$ cat config.mk
export PLATFORM = sky130hd
export DESIGN_NAME = fetch_unit_flat
export DESIGN_NICKNAME = d
export VERILOG_FILES = /design/src/rtl/lite_fetch_pkg.sv /design/src/rtl/fetch_unit_if.sv /design/src/rtl/fetch_unit.sv /design/src/flat_wrapper.sv
export SDC_FILE = /design/constraint.sdc
export NUM_CORES = 1
export LEC_CHECK = 0
export CAP_MARGIN = 20
export CORE_MARGIN = 2
export CORE_UTILIZATION = 48
export DETAILED_ROUTE_END_ITERATION = 12
export GPL_TIMING_DRIVEN = 0
export PLACE_DENSITY = 0.84
export SLEW_MARGIN = 20
export SYNTH_ARGS = -nofsm -noshare
export SYNTH_HDL_FRONTEND = slang
export SYNTH_SLANG_ARGS = --single-unit
export TNS_END_PERCENT = 1
$ cat constraint.sdc
create_clock -name clk -period 4.6 [get_ports clk]
set_input_delay 0.46 -clock clk [delete_from_list [all_inputs] [get_ports clk]]
set_output_delay 0.46 -clock clk [all_outputs]
set_load 0.01 [all_outputs]
$ cat src/rtl/lite_fetch_pkg.sv
`default_nettype none
// ============================================================================
//  Package     : lite_fetch_pkg
//  Description : Shared state encoding, opcode-length bit and helper for the
//                instruction fetch stage.
//  Revision    : 1.0 - initial release
// ============================================================================
package lite_fetch_pkg;

   // Fetch FSM states; the 3-bit encoding is relied on by the fetch unit.
   typedef enum logic [2:0] {
      IDLE      = 3'd0,
      ISSUE_OP  = 3'd1,
      WAIT_OP   = 3'd2,
      ISSUE_ARG = 3'd3,
      WAIT_ARG  = 3'd4,
      HOLD      = 3'd5,
      SQUASH    = 3'd6
   } fetch_state_e;

   // Opcode bit that marks a two-byte instruction.
   localparam int LONG_BIT = 7;

   // True in the states that drive a ROM read strobe.
   function automatic logic is_issue(input logic [2:0] st);
      return (st == ISSUE_OP) || (st == ISSUE_ARG);
   endfunction

endpackage
`default_nettype wire

$ cat src/rtl/fetch_unit_if.sv
`default_nettype none
// ============================================================================
//  Interface   : fetch_unit_if
//  Description : ROM read bus, jump redirect and instruction valid/ready
//                handshake of the fetch stage. master = fetch unit side,
//                slave = ROM / core side.
//  Revision    : 1.0 - initial release
// ============================================================================
interface fetch_unit_if #(
   parameter int size_addr = 8
) ();

   logic                 rom_read;
   logic [size_addr-1:0] rom_address;
   logic                 rom_ready;
   logic [7:0]           rom_data;

   logic                 jump;
   logic [size_addr-1:0] jump_addr;

   logic                 instr_valid;
   logic                 instr_ready;
   logic [7:0]           instr_opcode;
   logic [7:0]           instr_operand;
   logic                 instr_long;
   logic [size_addr-1:0] instr_pc;

   modport master (
      output rom_read, rom_address,
      input  rom_ready, rom_data,
      input  jump, jump_addr,
      output instr_valid, instr_opcode, instr_operand, instr_long, instr_pc,
      input  instr_ready
   );

   modport slave (
      input  rom_read, rom_address,
      output rom_ready, rom_data,
      output jump, jump_addr,
      input  instr_valid, instr_opcode, instr_operand, instr_long, instr_pc,
      output instr_ready
   );

endinterface
`default_nettype wire

$ cat src/rtl/fetch_unit.sv
`default_nettype none
// ============================================================================
//  Module      : fetch_unit
//  Description : Instruction fetch stage. Walks the PC through the program
//                ROM one byte at a time (single read in flight), assembles
//                one- or two-byte instructions and offers them to the core on
//                a valid/ready handshake. Jumps redirect at any time.
//  Revision    : 1.0 - initial release
// ============================================================================
module fetch_unit
   import lite_fetch_pkg::*;
#(
   parameter int          size_addr = 8,
   parameter int unsigned reset_pc  = 0
) (
   input  logic         clk,
   input  logic         rst_n,
   fetch_unit_if.master bus
);

   localparam logic [2:0] ST_IDLE      = IDLE;
   localparam logic [2:0] ST_ISSUE_OP  = ISSUE_OP;
   localparam logic [2:0] ST_WAIT_OP   = WAIT_OP;
   localparam logic [2:0] ST_ISSUE_ARG = ISSUE_ARG;
   localparam logic [2:0] ST_WAIT_ARG  = WAIT_ARG;
   localparam logic [2:0] ST_HOLD      = HOLD;
   localparam logic [2:0] ST_SQUASH    = SQUASH;

   localparam logic [size_addr-1:0] PC_INIT = size_addr'(reset_pc);
   localparam logic [size_addr-1:0] PC_STEP = size_addr'(1);

   logic [2:0]           state;
   logic [2:0]           state_nxt;
   logic [size_addr-1:0] pc;
   logic [7:0]           opcode;
   logic [7:0]           operand;
   logic                 is_long;
   logic [size_addr-1:0] op_pc;

   logic jump_taken;
   logic op_done;
   logic arg_done;

   // A jump is ignored only in IDLE; a returning byte is consumed only in a
   // WAIT state and only when no jump overrides it in the same cycle.
   assign jump_taken = bus.jump && (state != ST_IDLE);
   assign op_done    = (state == ST_WAIT_OP)  && bus.rom_ready && !jump_taken;
   assign arg_done   = (state == ST_WAIT_ARG) && bus.rom_ready && !jump_taken;

   // Next-state selection; a jump overrides every other transition.
   always_comb begin
      state_nxt = state;
      case (state)
         ST_IDLE:      state_nxt = ST_ISSUE_OP;
         ST_ISSUE_OP:  state_nxt = ST_WAIT_OP;
         ST_WAIT_OP: begin
            if (bus.rom_ready) begin
               state_nxt = bus.rom_data[LONG_BIT] ? ST_ISSUE_ARG : ST_HOLD;
            end
         end
         ST_ISSUE_ARG: state_nxt = ST_WAIT_ARG;
         ST_WAIT_ARG: begin
            if (bus.rom_ready) begin
               state_nxt = ST_HOLD;
            end
         end
         ST_HOLD: begin
            if (bus.instr_ready) begin
               state_nxt = ST_ISSUE_OP;
            end
         end
         ST_SQUASH:    state_nxt = ST_ISSUE_OP;
         default:      state_nxt = ST_IDLE;
      endcase
      // A read issued in the jump cycle is still in flight, so it is
      // drained through SQUASH; otherwise the redirect fetch starts at once.
      if (jump_taken) begin
         state_nxt = is_issue(state) ? ST_SQUASH : ST_ISSUE_OP;
      end
   end

   // State, PC and instruction registers.
   always_ff @(posedge clk or negedge rst_n) begin
      if (!rst_n) begin
         state   <= ST_IDLE;
         pc      <= PC_INIT;
         opcode  <= 8'h00;
         operand <= 8'h00;
         is_long <= 1'b0;
         op_pc   <= '0;
      end else begin
         state <= state_nxt;
         if (jump_taken) begin
            pc <= bus.jump_addr;
         end else if (op_done) begin
            opcode  <= bus.rom_data;
            is_long <= bus.rom_data[LONG_BIT];
            op_pc   <= pc;
            pc      <= pc + PC_STEP;
            if (!bus.rom_data[LONG_BIT]) begin
               operand <= 8'h00;
            end
         end else if (arg_done) begin
            operand <= bus.rom_data;
            pc      <= pc + PC_STEP;
         end
      end
   end

   // Moore outputs, decoded from state and registers only.
   assign bus.rom_read      = is_issue(state);
   assign bus.rom_address   = pc;
   assign bus.instr_valid   = (state == ST_HOLD);
   assign bus.instr_opcode  = opcode;
   assign bus.instr_operand = operand;
   assign bus.instr_long    = is_long;
   assign bus.instr_pc      = op_pc;

endmodule
`default_nettype wire

$ cat src/flat_wrapper.sv
// flat-port wrapper written by rule: the top's interface ports become plain ports
module fetch_unit_flat import lite_fetch_pkg::*;
#(
   parameter int          size_addr = 8,
   parameter int unsigned reset_pc  = 0
)
  (clk, rst_n, bus_rom_read, bus_rom_address, bus_rom_ready, bus_rom_data, bus_jump, bus_jump_addr, bus_instr_valid, bus_instr_opcode, bus_instr_operand, bus_instr_long, bus_instr_pc, bus_instr_ready);
  fetch_unit_if #(.size_addr(size_addr)) bus_i ();
  input  logic clk;
  input  logic rst_n;
  output wire logic [$bits(bus_i.rom_read)-1:0] bus_rom_read;
  output wire logic [$bits(bus_i.rom_address)-1:0] bus_rom_address;
  input wire logic [$bits(bus_i.rom_ready)-1:0] bus_rom_ready;
  input wire logic [$bits(bus_i.rom_data)-1:0] bus_rom_data;
  input wire logic [$bits(bus_i.jump)-1:0] bus_jump;
  input wire logic [$bits(bus_i.jump_addr)-1:0] bus_jump_addr;
  output wire logic [$bits(bus_i.instr_valid)-1:0] bus_instr_valid;
  output wire logic [$bits(bus_i.instr_opcode)-1:0] bus_instr_opcode;
  output wire logic [$bits(bus_i.instr_operand)-1:0] bus_instr_operand;
  output wire logic [$bits(bus_i.instr_long)-1:0] bus_instr_long;
  output wire logic [$bits(bus_i.instr_pc)-1:0] bus_instr_pc;
  input wire logic [$bits(bus_i.instr_ready)-1:0] bus_instr_ready;
  assign bus_rom_read = bus_i.rom_read;
  assign bus_rom_address = bus_i.rom_address;
  assign bus_i.rom_ready = bus_rom_ready;
  assign bus_i.rom_data = bus_rom_data;
  assign bus_i.jump = bus_jump;
  assign bus_i.jump_addr = bus_jump_addr;
  assign bus_instr_valid = bus_i.instr_valid;
  assign bus_instr_opcode = bus_i.instr_opcode;
  assign bus_instr_operand = bus_i.instr_operand;
  assign bus_instr_long = bus_i.instr_long;
  assign bus_instr_pc = bus_i.instr_pc;
  assign bus_i.instr_ready = bus_instr_ready;
  fetch_unit #(.size_addr(size_addr), .reset_pc(reset_pc)) u_core (.clk(clk), .rst_n(rst_n), .bus(bus_i));
endmodule
# --- Word-level counts from Yosys, hierarchy flattened ---
# Index checks and enable logic that the tools add are counted.
word_totals:
  reg_bits: 36
  latch_bits: 0
  ram_bits: 0
  mem_bits_ro: 0
  n_memories: 0
op_classes:
  n_addsub: 1
  n_mul: 0
  n_div: 0
  magnitude_cmp: 0
  eq_ne: 10
  n_shift: 0
  n_mux: 13
  bitwise: 1
  n_reduce_logical: 15
op_table:
  columns: ["operator", "count"]
  rows:
  - ["8-bit two-way mux", 6]
  - ["3-bit two-way mux", 6]
  - ["3-bit one-hot mux with 6 select lines", 1]
  - ["3-bit equality test (second input constant)", 3]
  - ["8-bit by 1-bit adder with 8-bit output (second input constant)", 1]
  - ["3-bit by 2-bit equality test with 1-bit output (second input constant)", 2]
  - ["3-bit by 2-bit != test with 1-bit output (second input constant)", 2]
  - ["3-bit AND reduction", 2]
  - ["3-bit nonzero test", 2]
  - ["1-bit logical AND", 5]
  - ["3-bit by 1-bit equality test with 1-bit output (second input constant)", 1]
  - ["3-bit zero test", 1]
  - ["3-bit by 1-bit != test with 1-bit output (second input constant)", 1]
  - ["2-bit != test (second input constant)", 1]
  - ["2-bit AND reduction", 1]
  - ["2-bit nonzero test", 1]
  - ["2-bit OR reduction", 1]
  - ["1-bit zero test", 1]
  - ["1-bit logical OR", 1]
  - ["1-bit NOT", 1]

# --- Logic depth before layout (Yosys ltp) ---
# Gate-level depths: netlist (run 1).
logic_depth:
  depth_word: 7
  mapped_depth: 6

# --- Worst setup path after synthesis (run 1) ---
# OpenSTA, ideal clock, no wires.
synth_path:
  kind: "input to register"
  startpoint: "input port bus_jump"
  endpoint: "register u_core.opcode[4], in the netlist u_core.bus.instr_opcode[4]"
  arrival_time_ps: 1731
  required_ps: 4475
  slack_ps: 2744
  cell_stages: 6
  n_path_buf: 3
  cell_sequence: "or3b_1 buf_6 or2_1 buf_6 buf_12 mux2_4"
synth_between:
  elab_chain_cells: 4
synth_lines:
  columns: ["element", "line_no", "rtl"]
  rows:
  - ["start: declaration", "flat_wrapper.sv:15", "input wire logic [$bits(bus_i.jump)-1:0] bus_jump;"]
  - ["1-bit logical AND *", "fetch_unit.sv:46", "assign jump_taken = bus.jump && (state != ST_IDLE);"]
  - ["1-bit zero test", "fetch_unit.sv:47", "assign op_done = (state == ST_WAIT_OP) && bus.rom_ready && !jump_taken;"]
  - ["1-bit logical AND", "fetch_unit.sv:47", null]
  - ["2-bit AND reduction (no line) *", null, null]
  - ["end signal: assignment", "fetch_unit.sv:96", "opcode <= bus.rom_data;"]
  - ["end: declaration", "fetch_unit.sv:35", "logic [7:0] opcode;"]
# Every way passes the cells marked *; elsewhere a longest branch is shown, timed or not.
# A chain may end at the register's enable or synchronous reset.

# --- Final worst setup path (run 1) ---
layout_path:
  startpoint: "register u_core.state[0]"
  endpoint: "output port bus_rom_read"
layout_between:
  elab_chain_cells: 2
layout_lines:
  columns: ["element", "line_no", "rtl"]
  rows:
  - ["start: declaration", "fetch_unit.sv:32", "logic [2:0] state;"]
  - ["start signal: assignment", "fetch_unit.sv:92", "state <= state_nxt;"]
  - ["3-bit by 1-bit equality test with 1-bit output or 3-bit by 2-bit equality test with 1-bit output (tied branches)", "lite_fetch_pkg.sv:26", "return (st == ISSUE_OP) || (st == ISSUE_ARG);"]
  - ["1-bit logical OR *", "lite_fetch_pkg.sv:26", null]
  - ["end: declaration", "flat_wrapper.sv:11", "output wire logic [$bits(bus_i.rom_read)-1:0] bus_rom_read;"]
# Marked as above.

==> qor.yml, run 1 <==
routing:
  wl_per_cell_microns: 15.5
  drt_pass1_iterations: 4
  drt_first_iter_violations: 46
  drc: 0
  via_count: 1314
  wl_mm: 3.84
  final_antenna_net_count: 0
  viasPerCell: 5.30
run:
  cap_violations: 0
power_and_ir_drop:
  power_density_nw_per_um2: 651
  p_leak_nw: 1.03
  ir_drop_mv: 0.281
  finalPower_w: 0.00153
global_routing:
  overflow: 0
  antenna_found_initial: 0
  globalRouteTotalUtil_pct: 21.1
  grt_pass1_vias: 1280
  grt_max_degree: 20
  grt_pass1_wl_mm: 6.38
timing:
  tightestPinTransition_ns: 0.583
  skew_ns: 0.0115
  rsz0062_at_grt: "false"
  finalSetupTns_ns: 0
  slew_violations: 0
  timing_hold_violations_final: 0
  post-route-min-period_ns: 2.34
  fin_crit_sh_pct: 50.9
  fmax_mhz: 427
  setup-violations-final: 0
  slew-limit-headroom_pct: 61.0
floorplan:
  fp.dieH_microns: 62.4
  io_pins: 56
  initial_core_util_pct: 49.5
  core.rowCount: 21
  die_w_microns: 62.4
  die-area_sq_um: 3900
  core_area_sq_um: 3310
clocking:
  post_cts_buffers: 0
  cts_buffers: 5
  cts_tree: "built"
  clockBufferDepth: 2
  holdBufCountCts: 0
  clk_latency_ns: 0.33
  htreeDepth: 2
  root_buffer: "clkbuf_4"
  cts_sinks: 35
  cts_resized: 0
  path_clk_slew_ns: 0.11
synthesis:
  synth_top_area_share_pct: 53.5
  netlist_area_sq_um: 1640
  synth_top_area_cell: "dfrtp_1"
  yosysWarnings: 0
  ys_top_cells_by_area: "dfrtp_1 (53%), mux2_4 (9.2%), mux2_2 (4.1%)"
  synth_ff_type: "dfrtp_1"
  async_flop_share_pct: 100
  ys_types: 32
  syn_inst: 138
  synth_edf_count: 0
  seq_area_frac_synth_pct: 53.5
  synth_area_per_cell_sq_um: 11.9
  synth_fp_nets: 160
  ys_ff_latch: 35
critical_path:
  critPathMaxFanout: 10
  critPathCaptureType: "primary output"
  cp_data_arrival_time_ns: 1.88
  cp.required_ns: 4.14
  start_kind: "register"
  path_class: "reg -> out"
cells_and_area:
  drive_gt1_share_pct: 15.3
  area_delta_synth_final_pct: 43.8
  fillCellCount: 250
  design_area_sq_um: 2350
  n_antenna_cell: 0
  final_nets: 223
placed_design:
  port_buffers: 55
  place_congestion: 0.849
  dp_hpwl_mm: 2.90
  place_area_sq_um: 2270
run_status:
  run_status: "completed"
min_path:
  holdCritPathClass: "in -> async"
[layout by cell type (no fill, tap or decap), types with 5 or more instances in the layout]
| cell | netlist | layout |
|---|---|---|
| mux2_2 | 6 | 6 |
| nor2_1 | 10 | 10 |
| nor3_1 | 5 | 5 |
| o21ai_0 | 9 | 9 |
| mux2_4 | 10 | 10 |
| clkdlybuf4s50_1 | 0 | 54 |
| clkbuf_4 | 0 | 5 |
| dfrtp_1 | 35 | 35 |
| xnor2_1 | 5 | 5 |
| nand2_1 | 10 | 10 |
| a22o_1 | 7 | 7 |
[flip-flops by register name, indices dropped and copies added, names as in the netlist]
register and flops:
u_core.bus.instr_pc 8, u_core.bus.instr_operand 8, u_core.state 3, u_core.bus.rom_address 8
u_core.bus.instr_opcode 8
[synth_stat cells (2+ instances only)]
| cell | number |
|---|---|
| clkbuf_1 | 4 |
| nor4_1 | 3 |
| nand3_1 | 4 |
| buf_6 | 2 |
| dfrtp_1 | 35 |
| nor2_1 | 10 |
| nor3_1 | 5 |
| xnor2_1 | 5 |
| a22o_1 | 7 |
| o22a_1 | 2 |
| nand2_1 | 10 |
| mux2_4 | 10 |
| mux2_2 | 6 |
| inv_1 | 2 |
| a221o_1 | 2 |
| nand2b_1 | 4 |
| a21oi_1 | 4 |
| o21ai_0 | 9 |
[path summary, 6_finish.rpt]
| kind | startpoint | to | slack, ns | cells after the start |
|---|---|---|---|---|
| worst max-delay path | u_core.state[0] | bus_rom_read | 2.26 | 4 |
| worst min-delay path | rst_n | u_core.bus.instr_operand[4] | 0.05 | 1 |
| worst max register to register | u_core.state[2] | u_core.bus.rom_address[2] | 2.66 | 5 |
| worst min register to register | u_core.bus.instr_operand[1] | u_core.bus.instr_operand[1] | 0.51 | 1 |
| max in group asynchronous | rst_n | u_core.bus.rom_address[1] | 4.10 | 2 |
| min in group clk | u_core.bus.instr_operand[1] | u_core.bus.instr_operand[1] | 0.51 | 1 |
[report_power, final]
part           leakage, nW  internal [W]  switching, W
clock               0.0482      0.000128      0.000102
combinational        0.540      0.000440      0.000299
sequential           0.437      0.000445      0.000119
[metrics by stage]
step / hold slack (ns) / utilization, % / cells / setup WS, ns
final: 0.0516 / 71.1 / 248 / 2.26
after global routing: 0.0622 / 71.1 / 248 / 2.09
after CTS: 0.0512 / 71.1 / 248 / 2.24
after detailed placement: 0.431 / 68.5 / 240 / 2.10
after global placement: 0.472 / 67.8 / 239 / 2.14
after floorplan: 0.164 / - / 138 / 2.74
[final cells by class]
cell class                      instances  area, sq um  area share [%]
Buffer                                  8         65.1            2.76
Clock buffer                            6         51.3            2.18
Clock inverter                          2         35.0            1.49
Inverter                                2         7.51           0.319
Multi-Input combinational cell         93          689            29.3
Sequential cell                        35          876            37.2
Tap cell                               46         57.6            2.44
Timing Repair Buffer                   56          573            24.3
[layer usage]
metal	vias to the layer above	track usage (%)	wire, microns
met3	4	4.32	130
met2	37	36.3	2080
met4	0	6.67	25
li1	621	-	-
met5	-	0	0
met1	652	26.7	1610
[cells by family after synthesis]
kind of cell,after synthesis,synth area share [%]
AND/OR/NAND/NOR,41,12.1
flip-flops,35,53.5
AO/OA/AOI/OAI,29,12.6
multiplexers,17,13.9
buffers and inverters,10,4.43
XOR/XNOR,5,2.67
adder cells (fa/ha/maj),1,0.764
[critical path, stage by stage, from the launching register on]
cell and delay, ns:
dfrtp_1 0.38, clkbuf_1 0.33, inv_1 0.14, nor2_1 0.15, clkdlybuf4s50_1 0.56
Power figures use the tool's default switching activity.
==> inputs of run 2 (changes only) <==
Settings changed: CORE_UTILIZATION 48 to 45, PLACE_DENSITY 0.84 to 0.79.
Clock period 4.6 ns to 2.4 ns, I/O delays scaled along.
==> run 2 against run 1 <==
- sequential share of layout area grew 0.30 points
- combinational power grew 89%
- first-iteration DRC count grew 30%
- largest cell class unchanged
- largest power group unchanged
==> qor.yml, run 2 (synthesized netlist as in run 1, its figures left out) <==
global_routing:
  overflow: 0
  busiest_layer: "met2"
  antenna_found_initial: 0
  grt_pass1_vias: 1338
  grt_pass1_wl_mm: 6.12
  grtUsageMet3_pct: 5.99
  grt_max_degree: 26
  grtUsageMet2_pct: 32.8
  grt_use_met1_pct: 23.5
  globalRouteTotalUtil_pct: 19.6
routing:
  final_antenna_net_count: 0
  drc: 0
  wl_mm: 3.68
  drt_pass1_iterations: 4
  wl_per_cell_microns: 14.8
  viasPerCell: 5.31
  drt_first_iter_violations: 60
  via_count: 1323
timing:
  finalSetupTns_ns: 0
  rsz0062_at_grt: "false"
  slew_violations: 0
  timing_hold_violations_final: 0
  slew-limit-headroom_pct: 62.1
  fmax_mhz: 470
  skew_ns: 0.00755
  post-route-min-period_ns: 2.13
  fin_crit_sh_pct: 88.6
  setup-violations-final: 0
  tightestPinTransition_ns: 0.566
power_and_ir_drop:
  combPwrFrac_pct: 50.2
  seqPwrFrac_pct: 38.6
  p_leak_nw: 1.01
  p_sw_w: 0.000986
  p_sw_share_pct: 35.3
  internal-power_w: 0.00181
  power_density_nw_per_um2: 1200
  ir_drop_mv: 0.592
  p_clk_share_pct: 11.2
run_status:
  run_status: "completed"
critical_path:
  critical_path.top_delay_family: "buffers and inverters"
  cp_data_arrival_time_ns: 1.89
  path_class: "reg -> out"
  critPathCaptureType: "primary output"
  path_cells: "clkbuf_1 > inv_1 > nor2_1 > clkdlybuf4s50_1"
  slowest_stage: "clkdlybuf4s50_1"
  slowest_delay_ns: 0.56
  start_kind: "register"
  cp_num_buf_inv: 3
  critPathMaxFanout: 10
  cp.required_ns: 2.16
floorplan:
  fp.dieH_microns: 64.3
  io_pins: 56
  initial_core_util_pct: 47.9
  core.rowCount: 21
  die_w_microns: 64.3
  die-area_sq_um: 4140
  core_area_sq_um: 3420
placed_design:
  place_area_sq_um: 2270
  dp_hpwl_mm: 2.80
  place_congestion: 0.806
  port_buffers: 55
clocking:
  htreeDepth: 2
  path_clk_slew_ns: 0.11
  clockBufferDepth: 2
  cts_tree: "built"
  clk_latency_ns: 0.34
  cts_buffers: 5
  root_buffer: "clkbuf_4"
  cts_sinks: 35
  cts_resized: 0
cells_and_area:
  design_area_sq_um: 2340
  drive_gt1_share_pct: 15.3
  n_antenna_cell: 0
  fillCellCount: 269
  final_common_cell: "clkdlybuf4s50_1"
  final_cell_mix: "clkdlybuf4s50_1 (54), dfrtp_1 (35), nor2_1 (10), nand2_1 (10), mux2_4 (10)"
  area_delta_synth_final_pct: 42.6
  final_nets: 224
min_path:
  holdCritPathClass: "in -> async"
run:
  cap_violations: 0
run 2: cell types whose count changed in the layout (fill, tap and decap cells not counted):
cell and change:
bufinv_16 -1, clkbuf_8 -1, clkinvlp_4 +2, dlygate4sd3_1 +1
run 2: layer usage:
layer / wire length [microns] / up-vias / share of wire, %
met2: 1970 / 46 / 53
met3: 186 / 8 / 5.0
met1: 1470 / 651 / 40
li1: - / 618 / -
met5: 0 / - / 0
met4: 63 / 0 / 1.7
run 2: area by class of cell:
type,count,area (sq um),share of cell area [%]
clock buffers,5,37.5,1.61
repair buffers,57,583,25.0
plain buffers,8,65.1,2.79
clock inverters,3,20.0,0.857
inverters,2,7.51,0.321
flip-flops and latches,35,876,37.5
well taps,46,57.6,2.46
multi-input cells,93,689,29.5
run 2: power groups by stage:
stage	clock network, W	logic (W)	registers, W
floorplan	0	0.000609	0.00116
global placement	0	0.00137	0.00107
detailed placement	0	0.00141	0.00109
CTS	0.000322	0.00142	0.00108
global route	0.000354	0.00152	0.00111
finish	0.000313	0.00140	0.00108
run 2: final timing paths:
kind                            cells past startpoint                          end  slack, ns                         from
worst max-delay path                                4                 bus_rom_read       0.27              u_core.state[0]
worst min-delay path                                2    u_core.bus.rom_address[3]       0.30                        rst_n
worst max register to register                      5    u_core.bus.rom_address[2]       0.50              u_core.state[2]
worst min register to register                      1  u_core.bus.instr_operand[7]       0.51  u_core.bus.instr_operand[7]
max in group asynchronous                           3  u_core.bus.instr_operand[6]       1.68                        rst_n
min in group clk                                    3    u_core.bus.rom_address[5]       0.44             bus_jump_addr[5]
run 2: through the flow:
step / util [%] / setup WS (ns) / hold WS [ns] / instances / total power [W]
CTS: 68.4 / 0.265 / 0.305 / 249 / 0.00282
global route: 68.4 / 0.114 / 0.312 / 249 / 0.00299
detailed placement: 66.4 / 0.128 / 0.139 / 240 / 0.00250
global placement: 65.8 / 0.156 / 0.475 / 239 / 0.00245
finish: 68.4 / 0.273 / 0.303 / 249 / 0.00280
floorplan: - / 0.615 / -0.0556 / 138 / 0.00177
run 2: timing repair:
item	in CTS	in global routing
hold buffers	1	0
setup buffers	0	0
hold endpoints to repair	10	0
==> inputs of run 3 (changes only) <==
Settings changed: CORE_MARGIN 2 to 4, REMOVE_ABC_BUFFERS set to 1.
==> run 3 against run 2 <==
- die area increased by 13%
- count of clock-buffer cells in the layout increased by 1
- flip-flop and latch count unchanged
- global-route usage is 2.8 points lower
- non-clock buffer count shrank 8
- worst setup slack got worse by 0.082 ns
- clock skew rose by 0.0017 ns
- largest power group unchanged
- highest routed layer unchanged
==> qor.yml, run 3 (synthesized netlist as in run 1, its figures left out) <==
routing:
  drc: 0
  drt_pass1_iterations: 4
  wl_per_cell_microns: 15.0
  final_antenna_net_count: 0
  via_count: 1267
  viasPerCell: 5.28
  wl_mm: 3.59
  drt_first_iter_violations: 68
power_and_ir_drop:
  seqPwrFrac_pct: 40.8
  finalPower_w: 0.00275
  p_sw_w: 0.000947
  combPwrFrac_pct: 47.6
  power_density_nw_per_um2: 1210
  p_clk_share_pct: 11.6
  ir_drop_mv: 0.664
  p_leak_nw: 0.983
  p_sw_share_pct: 34.5
  internal-power_w: 0.00180
cells_and_area:
  final_util_pct: 66.4
  final_cell_mix: "clkdlybuf4s50_1 (54), dfrtp_1 (35), nor2_1 (10), nand2_1 (10), mux2_4 (10)"
  final_nets: 216
  design_area_sq_um: 2270
  area_delta_synth_final_pct: 38.6
  fillCellCount: 265
  n_antenna_cell: 0
  final_common_cell: "clkdlybuf4s50_1"
  drive_gt1_share_pct: 13.4
critical_path:
  path_class: "reg -> reg"
  path_cells: "or3b_1 > or2_1 > mux2_4"
  critical_path.top_delay_family: "simple AND/OR/NAND/NOR gates"
  cp_num_buf_inv: 0
  worstReg2RegStart: "u_core.state[0]"
  critPathMaxFanout: 16
  cp.required_ns: 2.63
  slowest_delay_ns: 0.61
  ff2ff_path_depth: 3
  slowest_stage: "or2_1"
  start_kind: "register"
  rrSetupSlack_ns: 0.19
  r2r_end: "u_core.bus.instr_pc[1]"
  critPathCaptureType: "register"
  cp_data_arrival_time_ns: 2.43
floorplan:
  core.rowCount: 21
  core_area_sq_um: 3420
  initial_core_util_pct: 47.9
  die_w_microns: 68.3
  die-area_sq_um: 4670
  io_pins: 56
  fp.dieH_microns: 68.3
global_routing:
  grt_pass1_wl_mm: 5.73
  grtUsageMet3_pct: 3.94
  grt_use_met1_pct: 19.4
  grt_pass1_vias: 1272
  antenna_found_initial: 0
  busiest_layer: "met2"
  grt_max_degree: 22
  overflow: 0
  grtUsageMet2_pct: 29.6
  globalRouteTotalUtil_pct: 16.8
clocking:
  post_cts_buffers: 0
  cts_buffers: 5
  root_buffer: "clkbuf_4"
  cts_resized: 0
  path_clk_slew_ns: 0.10
  cts_tree: "built"
  clockBufferDepth: 2
  htreeDepth: 2
  clk_latency_ns: 0.33
  cts_sinks: 35
timing:
  fmax_mhz: 453
  post-route-min-period_ns: 2.21
  skew_ns: 0.00926
  finalSetupTns_ns: 0
  fin_crit_sh_pct: 92.0
  rsz0062_at_grt: "false"
  tightestPinTransition_ns: 0.923
  slew-limit-headroom_pct: 38.5
  setup-violations-final: 0
  timing_hold_violations_final: 0
  slew_violations: 0
run_status:
  run_status: "completed"
placed_design:
  place_area_sq_um: 2200
  place_congestion: 0.862
  dp_hpwl_mm: 2.70
  port_buffers: 55
min_path:
  holdCritPathClass: "in -> async"
run:
  cap_violations: 0
## run 3: cell types whose count changed in the layout (fill, tap and decap cells not counted)
cell	change
buf_12	-1
buf_4	-1
buf_6	-2
clkbuf_1	-4
clkbuf_8	+1
clkinvlp_4	-2
## run 3: routing by layer
metal	up-vias	wire length [microns]	share of wire (%)
li1	608	-	-
met1	618	1500	42
met2	35	1870	52
met3	6	156	4.3
met4	0	63	1.8
met5	-	0	0
## run 3: repair_timing
| action | 4_1_cts | 5_1_grt |
|---|---|---|
| hold buffers | 1 | 0 |
| setup endpoints to repair | 0 | 0 |
| endpoints found under the hold margin | 14 | 0 |
## run 3: power groups by stage
| stage | Clock, W | Combinational, W | Sequential, W |
|---|---|---|---|
| after global placement | 0 | 0.00129 | 0.00111 |
| after detailed placement | 0 | 0.00132 | 0.00113 |
| after global routing | 0.000357 | 0.00141 | 0.00117 |
| after floorplan | 0 | 0.000521 | 0.00120 |
| after CTS | 0.000327 | 0.00133 | 0.00112 |
| final | 0.000320 | 0.00131 | 0.00112 |
## run 3: worst max path at each step
stage,end,cells after the start,from
final,u_core.bus.instr_pc[1],3,u_core.state[0]
after global routing,u_core.bus.instr_opcode[7],3,u_core.state[0]
after CTS,u_core.bus.instr_pc[3],3,u_core.state[0]
after detailed placement,u_core.bus.instr_pc[3],4,bus_jump
after global placement,u_core.bus.instr_pc[3],4,bus_jump
after floorplan,u_core.bus.instr_opcode[4],3,u_core.state[0]
## run 3: layout make-up
| type | count | area (sq um) | share of cell area (%) |
|---|---|---|---|
| Sequential cell | 35 | 876 | 38.6 |
| Multi-Input combinational cell | 93 | 689 | 30.4 |
| Timing Repair Buffer | 57 | 583 | 25.7 |
| Tap cell | 46 | 57.6 | 2.54 |
| Clock buffer | 6 | 51.3 | 2.26 |
| Inverter | 2 | 7.51 | 0.331 |
| Clock inverter | 1 | 5.00 | 0.221 |
## run 3: through the flow
step	hold slack (ns)	setup slack, ns	std cells
after detailed placement	0.173	-0.0788	232
after global placement	0.474	-0.0484	231
after global routing	0.365	0.0845	240
final	0.342	0.191	240
after floorplan	-0.0556	0.453	130
after CTS	0.339	0.173	240
